## src/rtl/fifo_arb_pkg.sv

```systemverilog
// Shared types and defaults for the FIFO write-port arbiter.
package fifo_arb_pkg;

    localparam int unsigned NreqDefault  = 4;
    localparam int unsigned DwDefault    = 8;
    localparam int unsigned BurstDefault = 4;

    // Wide enough for the largest legal BURST (15).
    localparam int unsigned CntW = 4;

    typedef enum logic {
        StIdle,
        StBurst
    } arb_state_e;

endpackage

```

## src/rtl/rr_pick.sv

```systemverilog
// Combinational round-robin pick: the first requester after 'last', wrapping around.
module rr_pick #(
    parameter int unsigned NREQ = 4,
    parameter int unsigned IW   = 2
) (
    input  logic [NREQ-1:0] req,
    input  logic [IW-1:0]   last,
    output logic [NREQ-1:0] winner
);

    logic [IW-1:0] idx;
    logic          found;

    always_comb begin
        winner = '0;
        found  = 1'b0;
        idx    = '0;
        for (int unsigned i = 1; i <= NREQ; i++) begin
            idx = IW'((32'(last) + i) % NREQ);
            if (!found && req[idx]) begin
                winner[idx] = 1'b1;
                found       = 1'b1;
            end
        end
    end

endmodule

```

## src/rtl/fifo_wr_arbiter.sv

```systemverilog
// Round-robin arbiter sharing one FIFO write port among NREQ producers,
// granting bursts of up to BURST beats with one idle cycle between grants.
module fifo_wr_arbiter
    import fifo_arb_pkg::*;
#(
    parameter int unsigned NREQ  = NreqDefault,
    parameter int unsigned DW    = DwDefault,
    parameter int unsigned BURST = BurstDefault
) (
    input  logic               clk,
    input  logic               rst_n,
    input  logic [NREQ-1:0]    req,
    input  logic [NREQ*DW-1:0] wdata,
    input  logic               fifo_full,
    output logic [NREQ-1:0]    gnt,
    output logic [NREQ-1:0]    ack,
    output logic               fifo_we,
    output logic [DW-1:0]      fifo_din,
    output logic               busy
);

    localparam int unsigned     IW       = (NREQ > 1) ? $clog2(NREQ) : 1;
    localparam logic [CntW-1:0] LastBeat = CntW'(BURST - 1);

    arb_state_e      state_q;
    logic [NREQ-1:0] gnt_q;
    logic [CntW-1:0] cnt_q;
    logic [IW-1:0]   last_q;
    logic [IW-1:0]   owner_q;
    logic [NREQ-1:0] winner;
    logic [IW-1:0]   win_idx;
    logic            beat;

    rr_pick #(
        .NREQ(NREQ),
        .IW  (IW)
    ) u_rr_pick (
        .req   (req),
        .last  (last_q),
        .winner(winner)
    );

    always_comb begin
        win_idx = '0;
        for (int unsigned i = 0; i < NREQ; i++) begin
            if (winner[i]) win_idx = IW'(i);
        end
    end

    // A beat needs the owner still requesting and room in the FIFO.
    assign beat     = (state_q == StBurst) && req[owner_q] && !fifo_full;
    assign fifo_we  = beat;
    assign fifo_din = wdata[owner_q*DW +: DW];
    assign ack      = beat ? gnt_q : '0;
    assign gnt      = gnt_q;
    assign busy     = (state_q == StBurst);

    always_ff @(posedge clk or negedge rst_n) begin
        if (!rst_n) begin
            state_q <= StIdle;
            gnt_q   <= '0;
            cnt_q   <= '0;
            last_q  <= IW'(NREQ - 1);
            owner_q <= '0;
        end else begin
            case (state_q)
                StIdle: begin
                    if (|req) begin
                        state_q <= StBurst;
                        gnt_q   <= winner;
                        owner_q <= win_idx;
                        cnt_q   <= '0;
                    end
                end
                StBurst: begin
                    // Leave after the final beat, or as soon as the owner withdraws.
                    if (!req[owner_q] || (beat && cnt_q == LastBeat)) begin
                        state_q <= StIdle;
                        gnt_q   <= '0;
                        cnt_q   <= '0;
                        last_q  <= owner_q;
                    end else if (beat) begin
                        cnt_q <= cnt_q + 1'b1;
                    end
                end
                default: state_q <= StIdle;
            endcase
        end
    end

endmodule

```

## config.mk

```make
export PLATFORM = sky130hd
export DESIGN_NAME = fifo_wr_arbiter
export DESIGN_NICKNAME = d
export VERILOG_FILES = /design/src/rtl/fifo_arb_pkg.sv /design/src/rtl/rr_pick.sv /design/src/rtl/fifo_wr_arbiter.sv
export SDC_FILE = /design/constraint.sdc
export NUM_CORES = 1
export LEC_CHECK = 0
export CAP_MARGIN = 20
export CORE_MARGIN = 5
export CORE_UTILIZATION = 45
export CTS_CLUSTER_SIZE = 8
export DETAILED_ROUTE_END_ITERATION = 6
export PLACE_DENSITY = 0.81
export SYNTH_ARGS = -nofsm -noshare
export SYNTH_HDL_FRONTEND = slang
export SYNTH_SLANG_ARGS = --single-unit
```

## constraint.sdc

```tcl
create_clock -name clk -period 7 [get_ports clk]
set_input_delay 1.05 -clock clk [delete_from_list [all_inputs] [get_ports clk]]
set_output_delay 1.05 -clock clk [all_outputs]
set_load 0.02 [all_outputs]
```

==> metrics.md <==
| Metric | Value |
|---|---|
| Setup Total Neg Slack | 0 ps |
| Post-synth top flop | dfrtp_1 |
| Grt ovf | 0 |
| DR WL/cell | ~17 µm |
| Clock transition at the registers of the reported paths | ~80 ps |
| Leak | 0.751 nW |
| Post-DP HPWL | just over 3000 µm |
| Max-cap viol count | 0 |
| Crit start category | input pin |
| Post_cts resized | 0 |
| Syn Area/Cell | approximately 9.7 µm² |
| Fin worst setup slack | about 2700 ps |
| FP Rows | 19 |
| Antenna violations before repair | 0 |
| Cell variety after synth | 46 |
| Largest net degree at the start of global routing | 18 |
| Critical Path AT | around 3300 ps |
| Htree depth | 1 |
| Synth warnings | 0 |
| Post-synthesis cell count | approximately 130 |
| Initial Util | roughly 47% |
| Initial drt markers | 43 |
| GRT Resource Usage Total | 19.2% |
| Number of flops mapped to enable cells by yosys | 0 |
| Syn nets | 180 |
| Routed vias | about 1200 |
| WS Path Type | input pin to output port |
| GP Congestion | approximately 0.9 |
| Antenna Cells | 0 |
| Die ar. | 4010 µm² |
| Layout cells sized above 1 | 11.8% |
| Max_slew headroom | about three fifths |
| Postcts setup bufs | 0 |
| DRT Wirelength | between 3000 and 4000 µm |
| IO buf count | 56 |
| Total CTS buffers | 3 |
| Most frequent cells in the layout | clkdlybuf4s50_1, nand2_1, dfrtp_1 |
| Wire length of the first global-routing pass | 6350 µm |
| Worst-Margin Slew | between 600 and 700 ps |
| Core Region | about 2700 µm² |
| Drt pass-1 iters | 4 |
| Die H | 63.4 µm |
| Routed Antenna Nets | 0 |
| Pwr Density | roughly 380 nW/µm² |
| Area growth syn-to-layout | 45.8% |
| TritonCTS clock tree | yes |
| Synthesis-stage register bit count | 13 |
| Tmin final | 4330 ps |
| Final hold viol count | 0 |
| RSZ-0062 raised after global routing | false |
| Root buffer cell | clkbuf_4 |
| Clock Latency Late Sink | around 280 ps |
| Clock Skews | approximately 1.5 ps |
| Cts hold-fix bufs | 0 |
| Tcrit/Tclk final | around three fifths |
| Synth Cell Area | roughly 1300 µm² |
| Crit. End Element | output port |
| Placement Setup Slack | 2710 ps |
| Clock Tree Buf Depth | 2 |
| Most common cell after layout, fill and taps aside | clkdlybuf4s50_1 |
| Fmax | between 200 and 250 MHz |
| Number of vias per cell | about 5.7 |
| Worst-path maximum fanout | 9 |
| Drt drc | 0 |
| Max VDD drop | around 0.26 mV |
| IO Pins | 57 |
| Status | finished, final reports clean |
| Sink Count | 13 |
| Die W | between 60 and 70 µm |
| Number of global-route vias before repair | 1265 |
| Fin cells | ~220 |
| Data required time of the worst path | between 5000 and 6000 ps |
| Register-to-Register Path Depth | 8 |
| WHS Path Cells | 1 |
| Worst min-delay path class | flop to flop |
| Share of flip-flops with an asynchronous set or reset | 100% |
| Final slew viol count | 0 |
| Placed cell count | roughly 210 |
| Nets | 235 |
| Final setup fails | 0 |
| Register area share after synthesis | about a quarter |
worst max-delay path, stage by stage:
cell,delay [ps]
clkdlybuf4s50_1,640
mux4_2,310
nand2_1,130
nor2_1,350
and2_1,200
clkdlybuf4s50_1,600
synthesized netlist by cell type, types with 2 or more instances:
| library cell | n | share of area (%) |
|---|---|---|
| nand2_1 | 17 | 5.0 |
| dfrtp_1 | 11 | 21 |
| mux4_2 | 10 | 18 |
| ha_1 | 9 | 8.8 |
| o21ai_0 | 9 | 3.5 |
| nor2_1 | 7 | 2.1 |
| and2_1 | 5 | 2.4 |
| nand3_1 | 5 | 2.0 |
| inv_1 | 4 | 1.2 |
| nor2b_1 | 4 | 2.0 |
| a31oi_1 | 3 | 1.5 |
| mux2i_1 | 3 | 2.3 |
| and3_1 | 2 | 0.98 |
| buf_6 | 2 | 1.8 |
| clkbuf_1 | 2 | 0.59 |
| dfstp_2 | 2 | 4.1 |
| nand2b_1 | 2 | 0.98 |
| nand4_1 | 2 | 0.98 |
| nor3_1 | 2 | 0.78 |
| o21bai_1 | 2 | 1.2 |
| o22ai_1 | 2 | 0.98 |
| o2bb2ai_1 | 2 | 1.4 |
| or2_2 | 2 | 0.98 |
kinds of logic after synthesis:
kind of cell             Yosys count  synth area share [%]
AO/OA/AOI/OAI                     30                  17.4
flip-flops                        13                  25.6
multiplexers                      15                  22.0
adder cells (fa/ha/maj)            9                  8.79
buffers and inverters             11                  4.49
AND/OR/NAND/NOR                   54                  21.8
power by group:
part           switching (mW)  internal [mW]  total (mW)  leakage (nW)
Combinational           0.251          0.251       0.502         0.575
Sequential             0.0620          0.107       0.169         0.161
Clock                  0.0260         0.0221      0.0481        0.0150
metal layers:
layer / part of all wire, % / GRT usage, % / up-vias
li1: - / - / 607
met1: 39 / 23.4 / 603
met2: 55 / 33.9 / 28
met3: 4.4 / 4.09 / 9
met4: 1.6 / 5.19 / 0
met5: 0 / 0 / -
registers in the layout, summed over array words and instances, names as in the netlist:
register  cells
busy          1
cnt_q         4
gnt           4
last_q        2
owner_q       2
worst paths after layout:
check	start	to	slack, ps
worst max-delay path	req[0]	ack[0]	2670
worst min-delay path	cnt_q[3]	cnt_q[3]	520
worst max register to register	last_q[1]	owner_q[0]	4070
worst min register to register	cnt_q[3]	cnt_q[3]	520
max in group asynchronous	rst_n	last_q[0]	5500
min in group asynchronous	rst_n	gnt[1]	1130
cell type report:
| class | instances | area [µm²] |
|---|---|---|
| multi-input combinational | 108 | 896 |
| inverter | 5 | 18.8 |
| fill | 210 | 866 |
| sequential | 13 | 328 |
| clock buffer | 4 | 26.3 |
| tap | 31 | 38.8 |
| timing repair buffer | 56 | 561 |
stage by stage:
step	utilization (%)	power [mW]	cell area (µm²)	hold slack, ps
floorplan	-	0.502	1280	460
global placement	67.4	0.655	1840	493
detailed placement	67.4	0.670	1840	499
CTS	68.3	0.720	1870	512
global route	68.3	0.775	1870	569
finish	68.3	0.719	1870	516
(Power assumes the default switching activity.)
